## src/rtl/mau_pkg.sv

```systemverilog
// Shared types for the memory access unit: FSM states, store entry layout and
// pointer sizing helper.
package mau_pkg;

   typedef enum logic [1:0] {
      StIdle,
      StDrain,
      StLdReq,
      StLdWait
   } mau_state_e;

   localparam int unsigned MauAddrW = 16;
   localparam int unsigned MauDataW = 16;

   // Entry layout at the default widths; the FIFO builds the same shape from its parameters.
   typedef struct packed {
      logic [MauAddrW-1:0] addr;
      logic [MauDataW-1:0] data;
   } sb_entry_t;

   function automatic int unsigned ptr_w(input int unsigned depth);
      return (depth > 1) ? $clog2(depth) : 1;
   endfunction

endpackage

```

## src/rtl/store_buffer_fifo.sv

```systemverilog
// Store buffer: SB_DEPTH-entry FIFO of {addr, data} with head read.
// With MAU_SB_FWD_EN an address-match port returns the youngest matching entry.
module store_buffer_fifo
   import mau_pkg::*;
#(
   parameter int unsigned ADDR_W   = 16,
   parameter int unsigned DATA_W   = 16,
   parameter int unsigned SB_DEPTH = 4
) (
   input  logic              clk_i,
   input  logic              rst_ni,
   input  logic              push_i,
   input  logic [ADDR_W-1:0] push_addr_i,
   input  logic [DATA_W-1:0] push_data_i,
   input  logic              pop_i,
   output logic              full_o,
   output logic              empty_o,
   output logic [ADDR_W-1:0] head_addr_o,
   output logic [DATA_W-1:0] head_data_o
`ifdef MAU_SB_FWD_EN
   ,
   input  logic [ADDR_W-1:0] match_addr_i,
   output logic              match_hit_o,
   output logic [DATA_W-1:0] match_data_o
`endif
);

   localparam int unsigned PtrW = ptr_w(SB_DEPTH);
   localparam int unsigned CntW = PtrW + 1;

   typedef struct packed {
      logic [ADDR_W-1:0] addr;
      logic [DATA_W-1:0] data;
   } entry_t;

   entry_t          mem_q [SB_DEPTH];
   logic [PtrW-1:0] wr_ptr_q, rd_ptr_q;
   logic [CntW-1:0] count_q;
   logic            push_ok, pop_ok;

   assign full_o  = (count_q == CntW'(SB_DEPTH));
   assign empty_o = (count_q == '0);
   assign push_ok = push_i & ~full_o;
   assign pop_ok  = pop_i & ~empty_o;

   assign head_addr_o = mem_q[rd_ptr_q].addr;
   assign head_data_o = mem_q[rd_ptr_q].data;

   always_ff @(posedge clk_i or negedge rst_ni) begin
      if (!rst_ni) begin
         wr_ptr_q <= '0;
         rd_ptr_q <= '0;
         count_q  <= '0;
      end else begin
         if (push_ok) wr_ptr_q <= wr_ptr_q + 1'b1;
         if (pop_ok)  rd_ptr_q <= rd_ptr_q + 1'b1;
         unique case ({push_ok, pop_ok})
            2'b10:   count_q <= count_q + 1'b1;
            2'b01:   count_q <= count_q - 1'b1;
            default: count_q <= count_q;
         endcase
      end
   end

   // Payload needs no reset: only entries below count_q are ever observed.
   always_ff @(posedge clk_i) begin
      if (push_ok) begin
         mem_q[wr_ptr_q].addr <= push_addr_i;
         mem_q[wr_ptr_q].data <= push_data_i;
      end
   end

`ifdef MAU_SB_FWD_EN
   // Walk oldest to youngest so the last hit wins.
   always_comb begin
      match_hit_o  = 1'b0;
      match_data_o = '0;
      for (int unsigned i = 0; i < SB_DEPTH; i++) begin
         if (CntW'(i) < count_q) begin
            if (mem_q[rd_ptr_q + PtrW'(i)].addr == match_addr_i) begin
               match_hit_o  = 1'b1;
               match_data_o = mem_q[rd_ptr_q + PtrW'(i)].data;
            end
         end
      end
   end
`endif

endmodule

```

## src/rtl/mem_access_unit.sv

```systemverilog
// Memory stage: buffered stores, handshaked loads, pipeline hold generation.
// Optional store-to-load forwarding is enabled by defining MAU_SB_FWD_EN.
module mem_access_unit
   import mau_pkg::*;
#(
   parameter int unsigned DATA_W   = 16,
   parameter int unsigned ADDR_W   = 16,
   parameter int unsigned RD_W     = 4,
   parameter int unsigned SB_DEPTH = 4
) (
   input  logic              clock,
   input  logic              rst,
   input  logic              ex_valid,
   input  logic              ex_memread,
   input  logic              ex_memwrite,
   input  logic              ex_regwrite,
   input  logic [ADDR_W-1:0] ex_addr,
   input  logic [DATA_W-1:0] ex_wdata,
   input  logic [RD_W-1:0]   ex_rd,
   output logic              hold,
   output logic              wb_valid,
   output logic              wb_regwrite,
   output logic [RD_W-1:0]   wb_rd,
   output logic [DATA_W-1:0] wb_data,
   output logic              mem_req,
   output logic              mem_we,
   output logic [ADDR_W-1:0] mem_addr,
   output logic [DATA_W-1:0] mem_wdata,
   input  logic              mem_ready,
   input  logic              mem_rvalid,
   input  logic [DATA_W-1:0] mem_rdata
);

   mau_state_e        state_q, state_d;
   logic              wb_valid_q, wb_valid_d;
   logic              wb_regwrite_q, wb_regwrite_d;
   logic [RD_W-1:0]   wb_rd_q, wb_rd_d;
   logic [DATA_W-1:0] wb_data_q, wb_data_d;

   logic              is_load, is_store, ld_done, ld_may_issue;
   logic              hold_int, accept;
   logic              sb_push, sb_pop, sb_full, sb_empty;
   logic [ADDR_W-1:0] sb_head_addr;
   logic [DATA_W-1:0] sb_head_data;
   logic              fwd_hit;
   logic [DATA_W-1:0] fwd_data;

   store_buffer_fifo #(
      .ADDR_W   (ADDR_W),
      .DATA_W   (DATA_W),
      .SB_DEPTH (SB_DEPTH)
   ) u_sb (
      .clk_i       (clock),
      .rst_ni      (rst),
      .push_i      (sb_push),
      .push_addr_i (ex_addr),
      .push_data_i (ex_wdata),
      .pop_i       (sb_pop),
      .full_o      (sb_full),
      .empty_o     (sb_empty),
      .head_addr_o (sb_head_addr),
      .head_data_o (sb_head_data)
`ifdef MAU_SB_FWD_EN
      ,
      .match_addr_i (ex_addr),
      .match_hit_o  (fwd_hit),
      .match_data_o (fwd_data)
`endif
   );

`ifdef MAU_SB_FWD_EN
   assign ld_may_issue = 1'b1;
`else
   assign fwd_hit      = 1'b0;
   assign fwd_data     = '0;
   assign ld_may_issue = sb_empty;
`endif

   assign is_load  = ex_valid & ex_memread;
   assign is_store = ex_valid & ex_memwrite & ~ex_memread;
   assign ld_done  = (state_q == StLdWait) & mem_rvalid;

   // A load releases the pipeline in its rvalid cycle so it retires on that edge.
   assign hold_int = (is_store & sb_full) | (is_load & ~fwd_hit & ~ld_done);
   assign hold     = rst & hold_int;
   assign accept   = ex_valid & ~hold_int;
   assign sb_push  = accept & is_store;

   always_comb begin
      state_d   = state_q;
      mem_req   = 1'b0;
      mem_we    = 1'b0;
      mem_addr  = '0;
      mem_wdata = '0;
      sb_pop    = 1'b0;
      unique case (state_q)
         StIdle: begin
            if (is_load && !fwd_hit && ld_may_issue) begin
               state_d = StLdReq;
            end else if (!sb_empty || sb_push) begin
               state_d = StDrain;
            end
         end
         StDrain: begin
            mem_req   = 1'b1;
            mem_we    = 1'b1;
            mem_addr  = sb_head_addr;
            mem_wdata = sb_head_data;
            if (mem_ready) begin
               sb_pop  = 1'b1;
               state_d = StIdle;
            end
         end
         StLdReq: begin
            mem_req  = 1'b1;
            mem_addr = ex_addr;
            if (mem_ready) state_d = StLdWait;
         end
         StLdWait: begin
            if (mem_rvalid) state_d = StIdle;
         end
         default: state_d = StIdle;
      endcase
   end

   always_comb begin
      wb_valid_d    = 1'b0;
      wb_regwrite_d = 1'b0;
      wb_rd_d       = wb_rd_q;
      wb_data_d     = wb_data_q;
      if (accept) begin
         wb_valid_d = 1'b1;
         wb_rd_d    = ex_rd;
         wb_data_d  = DATA_W'(ex_addr);
         if (is_load) begin
            wb_regwrite_d = ex_regwrite;
            wb_data_d     = fwd_hit ? fwd_data : mem_rdata;
         end else if (!is_store) begin
            wb_regwrite_d = ex_regwrite;
         end
      end
   end

   always_ff @(posedge clock or negedge rst) begin
      if (!rst) begin
         state_q       <= StIdle;
         wb_valid_q    <= 1'b0;
         wb_regwrite_q <= 1'b0;
         wb_rd_q       <= '0;
         wb_data_q     <= '0;
      end else begin
         state_q       <= state_d;
         wb_valid_q    <= wb_valid_d;
         wb_regwrite_q <= wb_regwrite_d;
         wb_rd_q       <= wb_rd_d;
         wb_data_q     <= wb_data_d;
      end
   end

   assign wb_valid    = wb_valid_q;
   assign wb_regwrite = wb_regwrite_q;
   assign wb_rd       = wb_rd_q;
   assign wb_data     = wb_data_q;

endmodule
```

## config.mk

```make
export PLATFORM = sky130hd
export DESIGN_NAME = mem_access_unit
export DESIGN_NICKNAME = d
export VERILOG_FILES = /design/src/rtl/mau_pkg.sv /design/src/rtl/store_buffer_fifo.sv /design/src/rtl/mem_access_unit.sv
export SDC_FILE = /design/constraint.sdc
export NUM_CORES = 1
export LEC_CHECK = 0
export ABC_CLOCK_PERIOD_IN_PS = 2800
export CAP_MARGIN = 25
export CORE_MARGIN = 3
export CORE_UTILIZATION = 38
export CTS_CLUSTER_DIAMETER = 30
export DETAILED_ROUTE_END_ITERATION = 8
export PLACE_DENSITY = 0.6
export REMOVE_ABC_BUFFERS = 1
export SLEW_MARGIN = 10
export SYNTH_ARGS = -nofsm -noshare
export SYNTH_HDL_FRONTEND = slang
export SYNTH_HIERARCHICAL = 1
export SYNTH_SLANG_ARGS = --single-unit
```

## constraint.sdc

```tcl
create_clock -name clock -period 2.8 [get_ports clock]
set_clock_uncertainty 0.05 [all_clocks]
set_input_delay 0.56 -clock clock [delete_from_list [all_inputs] [get_ports clock]]
set_output_delay 0.56 -clock clock [all_outputs]
set_load 0.01 [all_outputs]
```

==> Word level (Yosys, flattened, before mapping) <==
Memory sizes are Yosys's and may differ from the RTL's.
Cells that the tools add are included.
{ "word_totals": {"ff_bits": 31, "ram_bits": 128, "inputBits": 60, "output_inout_bits": 57, "word_cells": 68, "mem_count": 1} }
{ "classes": {"n_addsub": 4, "n_eq_ne": 10, "mux": 20, "n_bitwise": 17, "reduce_logical": 8} }
{ "memory_table": {"columns": ["memory", "depth", "width", "rd", "rd_ports_with_merged_regs", "write_ports", "line_no", "rtl"], "rows": [
  ["u_sb.mem_q", 4, 32, 1, 0, 1, "store_buffer_fifo.sv:36", "entry_t mem_q [SB_DEPTH];"]
]} }
{ "ops": {"columns": ["operator", "n"], "rows": [
  ["16-bit two-way mux", 2],
  ["16-bit one-hot mux with 2 select lines", 1],
  ["1-bit bitwise AND", 11],
  ["1-bit two-way mux", 10],
  ["2-bit two-way mux", 5],
  ["2-bit one-hot mux with 4 select lines", 1],
  ["2-bit equality test, second input constant", 3],
  ["2-bit inequality test, second input constant", 3],
  ["3-bit one-hot mux with 2 select lines", 1],
  ["1-bit NOT", 5],
  ["2-bit by 1-bit adder with 2-bit output, second input constant", 2],
  ["2-bit by 1-bit equality test with 1-bit output, second input constant", 2],
  ["4-bit AND reduction", 1],
  ["3-bit by 1-bit adder with 3-bit output, second input constant", 1],
  ["3-bit equality test, second input constant", 1],
  ["3-bit logical NOT", 1],
  ["3-bit inequality test, second input constant", 1],
  ["3-bit by 1-bit subtractor with 3-bit output, second input constant", 1],
  ["2-bit logical NOT", 1],
  ["2-bit nonzero test", 1],
  ["2-bit OR reduction", 1],
  ["1-bit logical AND", 1],
  ["1-bit logical NOT", 1],
  ["1-bit logical OR", 1],
  ["1-bit bitwise OR", 1]
]} }

==> Longest topological paths before layout <==
{ "logic_depth": {"word_depth": 12, "mapped_depth": 11, "depth_no_buf": 10} }

==> Modules after synthesis <==
Netlist, hierarchy kept.
{ "by_module_without_submodules": {"columns": ["mod", "n_inst", "cells_each", "area_each_um2", "seq_area_each_um2"], "rows": [
  ["store_buffer_fifo", 1, 206, 5089.9, 4018.9],
  ["mem_access_unit", 1, 165, 1626.6, 600.6]
]} }

==> Least setup slack after synthesis <==
No wires, ideal clock.
{ "synth_path": {"path_type": "input-to-reg", "from": "input ex_valid", "to": "memory u_sb/mem_q[0][0] (netlist name) (enable)", "setup_ns": 0.392, "t_arrival_ns": 2.008, "required_ns": 2.358, "slack_ns": 0.350, "stages": 4, "path_cell_list": "buf_2 > and4bb_2 > nor2b_2 > and2_1"} }
{ "synth_via": {"elab_chain_cells": 10} }
{ "synth_lines": {"columns": ["item", "line_no", "rtl"], "rows": [
  ["start: declaration", "mem_access_unit.sv:13", "input logic ex_valid,"],
  ["1-bit bitwise AND (2 in series)", "mem_access_unit.sv:80", "assign is_store = ex_valid & ex_memwrite & ~ex_memread;"],
  ["1-bit bitwise AND", "mem_access_unit.sv:84", "assign hold_int = (is_store & sb_full) | (is_load & ~fwd_hit & ~ld_done);"],
  ["1-bit bitwise OR", "mem_access_unit.sv:84", null],
  ["1-bit NOT", "mem_access_unit.sv:86", "assign accept = ex_valid & ~hold_int;"],
  ["1-bit bitwise AND", "mem_access_unit.sv:86", null],
  ["1-bit bitwise AND (*)", "mem_access_unit.sv:87", "assign sb_push = accept & is_store;"],
  ["via sb_push", "mem_access_unit.sv:42", "logic sb_push, sb_pop, sb_full, sb_empty;"],
  ["1-bit bitwise AND (*)", "store_buffer_fifo.sv:43", "assign push_ok = push_i & ~full_o;"],
  ["1-bit two-way mux (*)", "store_buffer_fifo.sv:67", "if (push_ok) begin"],
  ["1-bit two-way mux (not written as such) (*)", "store_buffer_fifo.sv:69", "mem_q[wr_ptr_q].data <= push_data_i;"],
  ["end: declaration", "store_buffer_fifo.sv:36", null]
]} }
The timed path passes the listed nets; every way through them passes the cells marked *.

==> Final worst setup path <==
{ "layout_path": {"from": "register u_sb.rd_ptr_q[0]", "to": "output mem_addr[15]"} }
{ "layout_via": {"elab_chain_cells": 2} }
{ "layout_lines": {"columns": ["item", "line_no", "rtl"], "rows": [
  ["start: declaration", "store_buffer_fifo.sv:37", "logic [PtrW-1:0] wr_ptr_q, rd_ptr_q;"],
  ["start signal: assignment", "store_buffer_fifo.sv:56", "if (pop_ok) rd_ptr_q <= rd_ptr_q + 1'b1;"],
  ["memory 4 x 32 bit", null, null],
  ["via sb_head_addr[15]", "mem_access_unit.sv:43", "logic [ADDR_W-1:0] sb_head_addr;"],
  ["16-bit one-hot mux with 2 select lines", "mem_access_unit.sv:96", "unique case (state_q)"],
  ["end: declaration", "mem_access_unit.sv:27", "output logic [ADDR_W-1:0] mem_addr,"]
]} }
The timed path passes the listed nets, and every way through them passes these cells.

==> key figures <==
Run status
  • Run status: complete, no violations

Global routing
  • Global route total overflow: 0
  • GRT Overall Usage: 0.159
  • First-pass GRT wire length: 23,500 um
  • Vias in the first global route: 4,199
  • M2 GR Usage: 0.269
  • Antenna violations before repair: 0
  • Largest net degree at the start of global routing: 36
  • Met1 Use GR: 0.202
  • Met3 GRT Util: 0.0383
  • Most used routing layer: met2

Routing
  • Post-route ant nets: 0
  • DRT Pass-1 Iters: 4
  • Detailed-route wire length per cell: 19.4 um
  • DRC violations left: 0
  • Initial drt markers: 133
  • Via Count: 3,783
  • Routed WL: 14,600 um
  • Vias per cell: 5.00

STA
  • Setup_tns: 0 ns
  • Fmax achieved: 0.369 GHz
  • Final hold vios: 0
  • Final setup fails: 0
  • Max-slew violation count: 0
  • WHS: 0.155 ns
  • Final Cycle Share: 0.967
  • RSZ-0062 raised after global routing: false
  • Relative slew slack: 0.655
  • Minimum clock period: 2.71 ns
  • Tightest Pin Transition: 0.518 ns
  • Final worst slack: 0.0930 ns

Yosys
  • Sequential share of the synthesized area: 0.688
  • Main synth FF type: edfxtp_1
  • Mean Syn Cell Area: 18.1 sq um
  • Post-synth EDFFs: 128
  • Post-synth ARST share: 0.195
  • Synthesized area: 6720 sq um
  • Syn. warnings: 6
  • #FFs+latches synth: 159
  • Netlist cell types: 38
  • Synth Instances: 371

Final layout
  • Layout cells sized above 1: 0.246
  • Fillcell total: 1,435
  • Nets: 594
  • Antenna Cells: 0
  • Area grow syn2layout: 32.7%
  • Fin util: 0.526
  • Final std cells w/o fill: 756

Die
  • Die Wd: 139 um
  • Die boundary height: 139 um
  • I/O Pins: 117
  • Die area: 19,300 sq um
  • Initial core utilization: 0.397
  • Core area: 16,900 sq um
  • Num rows: 47

CTS
  • CTS root buf: clkbuf_16
  • Cts bufs inserted: 17
  • CTS tree: done
  • Clk_lat worst skew: 0.41 ns
  • Clock slew at reported path FFs: 0.06 ns
  • CTS H-Tree Depth: 4
  • Max Root-Sink Buffers: 2
  • # clock sinks: 159

Power
  • Sw Share: 0.292
  • Int Pwr: 5.68 mW
  • Worst vdd ir: 452 uV
  • Switching Power: 2.35 mW
  • Flop pwr share: 0.373
  • Power share of the clock group: 0.274
  • Leak: 3.35 nW
  • PwrDens: 901 nW/um^2
  • Part of the power in combinational logic: 0.353

Placement
  • IO Port Bufs: 116
  • GPL Wtd Cong: 0.696
  • DP Wirelength: 9530 um
  • Inst Count DP: 713
  • Worst slack, placed: 0.0375 ns

Worst setup path
  • Critical path endpoint category: output pin
  • WS Path Type: reg2out
  • Data arrival, critical path: 2.10 ns
  • CP Max Fanout: 14
  • Crit path launch type: register
  • CP required: 2.19 ns

Worst hold path
  • Hold WC Path Type: in2async

Run
  • Max-cap violations: 0
placed cells by master (no fill, tap or decap), types with 7 or more instances in the layout:
| cell type | n |
|---|---|
| and2_1 | 17 |
| buf_4 | 29 |
| clkdlybuf4s50_1 | 83 |
| clkbuf_16 | 17 |
| a22oi_1 | 15 |
| dlygate4sd2_1 | 30 |
| dfrtp_1 | 29 |
| mux4_2 | 29 |
| a21oi_2 | 13 |
| mux2i_1 | 16 |
| a21oi_1 | 7 |
| nor2_1 | 18 |
| inv_1 | 10 |
| edfxtp_1 | 128 |
| buf_12 | 9 |
| nor2b_1 | 16 |
| ha_1 | 9 |
repair_timing:
action                                  CTS  global route
resized for setup                        33             3
hold buffers                              0             0
setup buffers                             2            10
endpoints found under the setup margin   32             6
layout make-up:
cell class / count / area [sq um] / share of cell area
Inverter: 10 / 37.5 / 0.00421
Clock inverter: 13 / 139 / 0.0156
Multi-Input combinational cell: 182 / 1890 / 0.212
Clock buffer: 18 / 429 / 0.0481
Timing Repair Buffer: 154 / 1520 / 0.171
Sequential cell: 159 / 4620 / 0.519
Tap cell: 220 / 275 / 0.0309
power groups by stage:
stage               Combinational (mW)  Sequential (mW)  Clock, mW
finish                            2.83             3.00       2.20
global route                      3.08             3.02       2.35
CTS                               2.80             2.99       2.27
detailed placement                2.92             3.03          0
global placement                  2.89             3.02          0
floorplan                         1.36             3.16          0
logic make-up (layout without fill, tap and decap cells):
logic type	count (synthesis)	after routing	share of synthesized area
compound gates	42	42	0.0464
xor+xnor	6	6	0.00783
fa+ha+maj	10	10	0.0197
buf+inv	30	195	0.0333
flops	159	159	0.688
mux	53	53	0.144
simple gates	71	71	0.0609
through the flow:
step | area (sq um) | total power, mW
floorplan | 6530 | 4.51
global placement | 8280 | 5.91
detailed placement | 8280 | 5.96
CTS | 8830 | 8.06
global route | 8910 | 8.46
finish | 8910 | 8.03
cell usage after synthesis, drive strengths merged, types with 2 or more instances:
library cell	n	area, sq um
edfxtp	128	3840
mux4	32	736
dfrtp	31	776
nor2	22	92.6
and2	21	131
a21oi	20	149
nor2b	17	109
a22oi	16	120
mux2i	16	160
buf	15	168
inv	10	37.5
ha	9	113
clkbuf	5	18.8
mux2	5	71.3
nand2	4	22.5
xnor2	3	26.3
xor2	3	26.3
and3	2	12.5
o22ai	2	12.5
flip-flops by register name (all words and copies together), names as in the netlist:
name and cells:
wb_valid 1, wb_regwrite 1, u_sb/count_q 3, wb_data 16
wb_rd 4, u_sb/wr_ptr_q 2, state_q 2, u_sb/mem_q 128
u_sb/rd_ptr_q 2
layer usage:
layer  vias to the layer above  part of all wire
li1                       1736                 -
met1                      1922              0.43
met2                       114              0.51
met3                        11             0.044
met4                         0             0.011
met5                         -                 0
path summary, 6_finish.rpt:
check,end,cells past startpoint,from,slack (ns)
worst max-delay path,mem_addr[15],5,u_sb/rd_ptr_q[0],0.09
worst min-delay path,wb_rd[1],2,rst,0.15
worst max register to register,u_sb/count_q[2],11,state_q[1],0.36
worst min register to register,wb_rd[1],1,wb_rd[1],0.46
max in group asynchronous,u_sb/rd_ptr_q[1],2,rst,2.19
min in group clock,wb_rd[1],1,wb_rd[1],0.46
critical path: stages, from the launching register on:
cell and delay (ns):
dfrtp_2 0.41, buf_12 0.18, mux4_1 0.58, a22oi_1 0.16
nor2b_1 0.07, dlygate4sd2_1 0.28
No activity file was read; power rests on OpenSTA's default activity.
